==> src/rtl/lcd_pkg.sv <==
// Shared types and constants for the LCD framebuffer scan-out engine.
// Holds the FSM state type, default command byte and DC levels.
package lcd_pkg;

   typedef enum logic [2:0] {
      IDLE,
      CMD,
      FETCH,
      SHIFT,
      DONE
   } lcd_state_e;

   localparam logic [7:0] CMD_WRITE_DEF = 8'h2C;

   localparam logic DC_CMD  = 1'b0;
   localparam logic DC_DATA = 1'b1;

endpackage

==> src/rtl/lcd_spi_byte_tx.sv <==
// Mode-0 serial byte transmitter, MSB first, sclk idle low.
// Ports: clk, rst_n, load_i/data_i (start a byte), sclk_o, mosi_o,
// done_o (high in the last clk cycle of the byte's final sclk-high phase).
module lcd_spi_byte_tx
   import lcd_pkg::*;
#(
   parameter int CLK_DIV = 4
) (
   input  logic       clk,
   input  logic       rst_n,
   input  logic       load_i,
   input  logic [7:0] data_i,
   output logic       sclk_o,
   output logic       mosi_o,
   output logic       done_o
);

   localparam int DW = (CLK_DIV > 1) ? $clog2(CLK_DIV) : 1;
   localparam logic [DW-1:0] DIV_MAX = DW'(CLK_DIV - 1);

   logic          act_q, act_d;
   logic [7:0]    sr_q, sr_d;
   logic [2:0]    bit_q, bit_d;
   logic [DW-1:0] div_q, div_d;
   logic          sclk_q, sclk_d;
   logic          mosi_q, mosi_d;
   logic          half_end;

   assign half_end = act_q && (div_q == DIV_MAX);

   always_comb begin
      act_d  = act_q;
      sr_d   = sr_q;
      bit_d  = bit_q;
      div_d  = div_q;
      sclk_d = sclk_q;
      mosi_d = mosi_q;
      if (load_i) begin
         act_d  = 1'b1;
         sr_d   = data_i;
         bit_d  = 3'd0;
         div_d  = '0;
         sclk_d = 1'b0;
         mosi_d = data_i[7];
      end else if (act_q) begin
         if (half_end) begin
            div_d = '0;
            if (!sclk_q) begin
               sclk_d = 1'b1;
            end else begin
               // Falling edge: the only point where mosi may move.
               sclk_d = 1'b0;
               if (bit_q == 3'd7) begin
                  act_d = 1'b0;
               end else begin
                  bit_d  = bit_q + 3'd1;
                  sr_d   = {sr_q[6:0], 1'b0};
                  mosi_d = sr_q[6];
               end
            end
         end else begin
            div_d = div_q + DW'(1);
         end
      end
   end

   always_ff @(posedge clk or negedge rst_n) begin
      if (!rst_n) begin
         act_q  <= 1'b0;
         sr_q   <= 8'h00;
         bit_q  <= 3'd0;
         div_q  <= '0;
         sclk_q <= 1'b0;
         mosi_q <= 1'b0;
      end else begin
         act_q  <= act_d;
         sr_q   <= sr_d;
         bit_q  <= bit_d;
         div_q  <= div_d;
         sclk_q <= sclk_d;
         mosi_q <= mosi_d;
      end
   end

   assign sclk_o = sclk_q;
   assign mosi_o = mosi_q;
   assign done_o = half_end && sclk_q && (bit_q == 3'd7);

endmodule

==> src/rtl/lcd_fb_scanout.sv <==
// Walks the 1-bpp framebuffer, packs 8 pixels/byte MSB first and streams
// a command byte plus all pixel bytes to the panel over cs_n/sclk/mosi/dc.
// Ports: clk, rst_n, start, busy, frame_done, fb_en/fb_addr/fb_dout (RAM
// read port, 1-cycle latency), lcd_cs_n, lcd_sclk, lcd_mosi, lcd_dc.
// Macro LCD_CONT_REFRESH_EN: frames repeat back to back after one start.
module lcd_fb_scanout
   import lcd_pkg::*;
#(
   parameter int         H_PIXELS  = 128,
   parameter int         V_LINES   = 128,
   parameter int         ADDR_W    = 14,
   parameter int         CLK_DIV   = 4,
   parameter logic [7:0] CMD_WRITE = CMD_WRITE_DEF
) (
   input  logic              clk,
   input  logic              rst_n,
   input  logic              start,
   output logic              busy,
   output logic              frame_done,
   output logic              fb_en,
   output logic [ADDR_W-1:0] fb_addr,
   input  logic              fb_dout,
   output logic              lcd_cs_n,
   output logic              lcd_sclk,
   output logic              lcd_mosi,
   output logic              lcd_dc
);

   localparam int TOTAL_I = H_PIXELS * V_LINES;
   localparam logic [ADDR_W:0] TOTAL = TOTAL_I[ADDR_W:0];

`ifdef LCD_CONT_REFRESH_EN
   localparam logic BUSY_IN_DONE = 1'b1;
`else
   localparam logic BUSY_IN_DONE = 1'b0;
`endif

   lcd_state_e        state_q, state_d;
   logic [ADDR_W:0]   base_q, base_d;
   logic [ADDR_W:0]   base_inc;
   logic [3:0]        k_q, k_d;
   logic [7:0]        pix_q, pix_d;
   logic              fb_en_q, fb_en_d;
   logic [ADDR_W-1:0] fb_addr_q, fb_addr_d;
   logic              cs_n_q, cs_n_d;
   logic              dc_q, dc_d;
   logic              busy_q, busy_d;
   logic              done_q, done_d;

   logic              tx_load;
   logic [7:0]        tx_data;
   logic              tx_done;

   lcd_spi_byte_tx #(
      .CLK_DIV (CLK_DIV)
   ) u_tx (
      .clk    (clk),
      .rst_n  (rst_n),
      .load_i (tx_load),
      .data_i (tx_data),
      .sclk_o (lcd_sclk),
      .mosi_o (lcd_mosi),
      .done_o (tx_done)
   );

   assign base_inc = base_q + (ADDR_W+1)'(8);

   always_comb begin
      state_d   = state_q;
      base_d    = base_q;
      k_d       = k_q;
      pix_d     = pix_q;
      fb_en_d   = fb_en_q;
      fb_addr_d = fb_addr_q;
      cs_n_d    = cs_n_q;
      dc_d      = dc_q;
      busy_d    = busy_q;
      done_d    = 1'b0;
      tx_load   = 1'b0;
      tx_data   = pix_q;
      unique case (state_q)
         IDLE: begin
            if (start) begin
               state_d = CMD;
               cs_n_d  = 1'b0;
               busy_d  = 1'b1;
            end
         end
         CMD: begin
            tx_load = 1'b1;
            tx_data = CMD_WRITE;
            dc_d    = DC_CMD;
            state_d = SHIFT;
         end
         FETCH: begin
            // k 0..7 issue reads; RAM data lags by one, so k 1..8 capture.
            k_d = k_q + 4'd1;
            if (k_q != 4'd0 && k_q <= 4'd8) begin
               pix_d = {pix_q[6:0], fb_dout};
            end
            if (k_q == 4'd7) begin
               fb_en_d = 1'b0;
            end else if (fb_en_q) begin
               fb_addr_d = fb_addr_q + ADDR_W'(1);
            end
            if (k_q == 4'd9) begin
               tx_load = 1'b1;
               tx_data = pix_q;
               dc_d    = DC_DATA;
               k_d     = 4'd0;
               state_d = SHIFT;
            end
         end
         SHIFT: begin
            if (tx_done) begin
               if (dc_q == DC_CMD) begin
                  state_d   = FETCH;
                  k_d       = 4'd0;
                  fb_en_d   = 1'b1;
                  fb_addr_d = base_q[ADDR_W-1:0];
               end else if (base_inc == TOTAL) begin
                  state_d   = DONE;
                  base_d    = '0;
                  fb_addr_d = '0;
                  cs_n_d    = 1'b1;
                  busy_d    = BUSY_IN_DONE;
                  done_d    = 1'b1;
               end else begin
                  state_d   = FETCH;
                  k_d       = 4'd0;
                  base_d    = base_inc;
                  fb_en_d   = 1'b1;
                  fb_addr_d = base_inc[ADDR_W-1:0];
               end
            end
         end
         DONE: begin
`ifdef LCD_CONT_REFRESH_EN
            state_d = CMD;
            cs_n_d  = 1'b0;
`else
            state_d = IDLE;
`endif
         end
         default: state_d = IDLE;
      endcase
   end

   always_ff @(posedge clk or negedge rst_n) begin
      if (!rst_n) begin
         state_q   <= IDLE;
         base_q    <= '0;
         k_q       <= 4'd0;
         pix_q     <= 8'h00;
         fb_en_q   <= 1'b0;
         fb_addr_q <= '0;
         cs_n_q    <= 1'b1;
         dc_q      <= DC_CMD;
         busy_q    <= 1'b0;
         done_q    <= 1'b0;
      end else begin
         state_q   <= state_d;
         base_q    <= base_d;
         k_q       <= k_d;
         pix_q     <= pix_d;
         fb_en_q   <= fb_en_d;
         fb_addr_q <= fb_addr_d;
         cs_n_q    <= cs_n_d;
         dc_q      <= dc_d;
         busy_q    <= busy_d;
         done_q    <= done_d;
      end
   end

   assign busy       = busy_q;
   assign frame_done = done_q;
   assign fb_en      = fb_en_q;
   assign fb_addr    = fb_addr_q;
   assign lcd_cs_n   = cs_n_q;
   assign lcd_dc     = dc_q;

endmodule

==> config.mk <==
export PLATFORM = sky130hd
export DESIGN_NAME = lcd_fb_scanout
export DESIGN_NICKNAME = d
export VERILOG_FILES = /design/src/rtl/lcd_pkg.sv /design/src/rtl/lcd_spi_byte_tx.sv /design/src/rtl/lcd_fb_scanout.sv
export SDC_FILE = /design/constraint.sdc
export NUM_CORES = 1
export LEC_CHECK = 0
export BUFFER_PORTS_ARGS = -buffer_cell sky130_fd_sc_hd__buf_2
export CAP_MARGIN = 40
export CORE_AREA = 5 5 115 117
export CTS_BUF_LIST = sky130_fd_sc_hd__clkbuf_2 sky130_fd_sc_hd__clkbuf_4 sky130_fd_sc_hd__clkbuf_8
export DETAILED_ROUTE_END_ITERATION = 16
export DIE_AREA = 0 0 120 122
export PLACE_DENSITY_LB_ADDON = 0.15
export REMOVE_ABC_BUFFERS = 1
export SLEW_MARGIN = 5
export SYNTH_ARGS = -nofsm -noshare
export SYNTH_HDL_FRONTEND = slang
export SYNTH_HIERARCHICAL = 1
export SYNTH_SLANG_ARGS = --single-unit
==> constraint.sdc <==
create_clock -name clk -period 7.05 [get_ports clk]
set_clock_uncertainty 0.2 [all_clocks]
set_input_delay 1.41 -clock clk [delete_from_list [all_inputs] [get_ports clk]]
set_output_delay 1.41 -clock clk [all_outputs]
set_load 0.05 [all_outputs]
==> flow_summary.json <==
{
  "status": "finished, final reports clean",
  "postSynthAreaPerCell_um2": 9.461,
  "fp.dieH_um": 122,
  "whs_path_depth": 1,
  "power_mw": 0.6353,
  "n_fill_cell": 1278,
  "grt_pass1_vias": 2614,
  "cp-end-kind": "primary output",
  "mostFrequentLayoutCell": "dfrtp_1",
  "crit_type": "reg2out",
  "slew_headroom_pct": 46.41,
  "slowest_delay_ns": 0.63,
  "ctsHoldBuffers": 0,
  "netlist_instances": 376,
  "final_core_utilization_pct": 31.74,
  "drcViolationCount": 0,
  "h-tree-depth": 3,
  "hold_slack_ns": 0.3044,
  "rsz0062_at_grt": "no",
  "cts_post_setup_buffers_inserted": 0,
  "clkPwrFrac_pct": 43.5,
  "wirelength_mm": 8.212,
  "crit_fanout": 13,
  "period_share_pct": 41.77,
  "finalHoldViolCount": 0,
  "antenna_found_initial": 0,
  "ys_warn_count": 6,
  "startpoint": "lcd_dc",
  "p_leak_nw": 1.763,
  "setup_slack_ns": 4.106,
  "report.final.slew_viol_count": 0,
  "cts_buffers": 9,
  "insertion_delay_ns": 0.35,
  "dr.pass1.iters": 4,
  "path_cells": "buf_2",
  "die_area_um2": 14640,
  "syn_area_um2": 3557,
  "tightest_slew_ns": 0.8039,
  "synth_seq_area_share_pct": 42.95,
  "reg2reg_from": "u_tx/bit_q[0]",
  "setup_viol": 0,
  "synth_flop_cell": "dfrtp_1",
  "drt_iter0_drc": 254,
  "cts_max_path_buffers": 2,
  "cts_tree": "built",
  "dp_slack_ns": 4.265,
  "grt_pass1_wl_mm": 13.90,
  "postPlaceCellArea_um2": 3725,
  "core_um2": 12260,
  "synth_edf_count": 0,
  "grt_overflow": 0,
  "max_cap_violations": 0,
  "required_ns": 5.44,
  "vias": 2737,
  "synthArstFlopShare_pct": 100.0,
  "hold_class": "reg2reg",
  "critical_path.slowest_cell": "dfrtp_1",
  "dp_hpwl_mm": 5.574,
  "start_util_pct": 29.01,
  "final_cell_count_no_fill": 538,
  "synth.ff_latch_count": 61,
  "cts.sinks": 61,
  "critPathBufInv": 1,
  "synth.area.top_cells": "dfrtp_1 (42%), xnor2_1 (5.7%), nand2_1 (4.1%)",
  "ios": 25,
  "fmax_mhz": 339.6,
  "cp_num_cells": 1,
  "critPathTopFamily": "flip-flops",
  "yosysTopAreaCellShare_pct": 42.21,
  "drtAntennaViolNets": 0,
  "final_cell_mix": "dfrtp_1 (60), nand2_1 (39), nor2_1 (25), buf_2 (25), xnor2_1 (23)",
  "final_area_um2": 3891,
  "rows": 41,
  "cts_root_buffer": "clkbuf_8",
  "fp.dieW_um": 120,
  "synth_largest_area_cell": "dfrtp_1",
  "power_density_nw_per_um2": 163.3,
  "area_growth_pct": 9.391,
  "cp-start-kind": "flip-flop",
  "arrival_ns": 1.33,
  "tns_ns": 0,
  "period_needed_ns": 2.944,
  "p_sw_mw": 0.1587,
  "switching_share_pct": 24.98,
  "port_buffers": 24,
  "grt_usage_pct": 11.93,
  "power_frac_seq_pct": 55.1,
  "hold_start": "pix_q[7]",
  "wl_per_cell_um": 15.26,
  "grt_max_degree": 62,
  "layout-drive-gt1-share_pct": 15.98,
  "antennaDiodeCount": 0,
  "internal-power_mw": 0.4766,
  "cts-resized-gates": 0,
  "place_congestion": 0.7856,
  "clk_pin_slew_worst_paths_ns": 0.07,
  "reg2reg_depth": 8,
  "comb_power_share_pct": 1.4,
  "nets": 392,
  "synthDistinctLibCells": 57,
  "dp.cells": 522,
  "via_per_inst": 5.087,
  "peakVddDrop_mv": 0.05564
}
==> sequential cells by signal, summed over array words and instances, names as in the netlist <==
register	count
fb_addr	14
base_q	12
pix_q	8
u_tx/sr_q	7
k_q	4
state_q	3
u_tx/bit_q	3
u_tx/div_q	2
busy	1
fb_en	1
frame_done	1
lcd_cs_n	1
lcd_dc	1
u_tx/act_q	1
u_tx/mosi_o	1
u_tx/sclk_o	1
==> final cells by class <==
| class | count | area (um2) | area share (%) |
|---|---|---|---|
| Tap cell | 150 | 187.7 | 4.823 |
| Timing Repair Buffer | 27 | 140.1 | 3.601 |
| Sequential cell | 61 | 1528 | 39.26 |
| Inverter | 7 | 26.28 | 0.6752 |
| Multi-Input combinational cell | 277 | 1843 | 47.36 |
| Clock inverter | 7 | 42.54 | 1.093 |
| Clock buffer | 9 | 123.9 | 3.183 |
==> metal layers <==
metal  GRT usage, %  part of all wire, %
met1          17.39                   51
met3          2.600                  3.5
met5              0                    0
met2          17.21                   43
met4          4.510                  1.8
==> Yosys cell counts, drive strengths merged, types with 2 or more instances <==
cell and n:
or2 4, o21bai 2, and4 6, nand4 13
o21ai 26, mux2i 14, a2bb2oi 3, a22o 4
a311oi 2, nand2b 3, o21a 2, nor2 25
a2111oi 3, a21oi 13, xor2 6, a22oi 2
clkbuf 17, nand4b 2, ha 5, nor3b 2
a211oi 3, and3 8, nand2 39, inv 7
and3b 2, o22a 4, nor3 7, dfrtp 60
a31oi 4, o22ai 5, mux2 8, xnor2 23
nor2b 7, buf 14, o31ai 2, nand3 13
a221o 2, and2 5
==> logic make-up after synthesis <==
logic type / Yosys count / share of synthesized area (%)
buf+inv: 38 / 5.241
simple gates: 140 / 20.72
fa+ha+maj: 5 / 1.759
mux: 22 / 6.472
compound gates: 81 / 15.72
flops: 61 / 42.95
xor+xnor: 29 / 7.140
==> final timing paths <==
check / endpoint / slack, ns
worst max-delay path: lcd_dc / 4.11
worst min-delay path: pix_q[7] / 0.30
worst max register to register: fb_addr[12] / 4.22
worst min register to register: pix_q[7] / 0.30
max in group asynchronous: u_tx/bit_q[2] / 5.09
min in group asynchronous: base_q[6] / 1.02
==> power by group through the flow <==
stage | Clock (mW) | Sequential, mW | Combinational, mW
2_1_floorplan | 0 | 0.357 | 0.000464
3_3_place_gp | 0 | 0.357 | 0.00928
3_5_place_dp | 0 | 0.357 | 0.00953
4_1_cts | 0.287 | 0.350 | 0.00949
5_1_grt | 0.302 | 0.350 | 0.0108
6_report | 0.277 | 0.350 | 0.00858
Note: power is estimated with default switching activity, not from simulation.
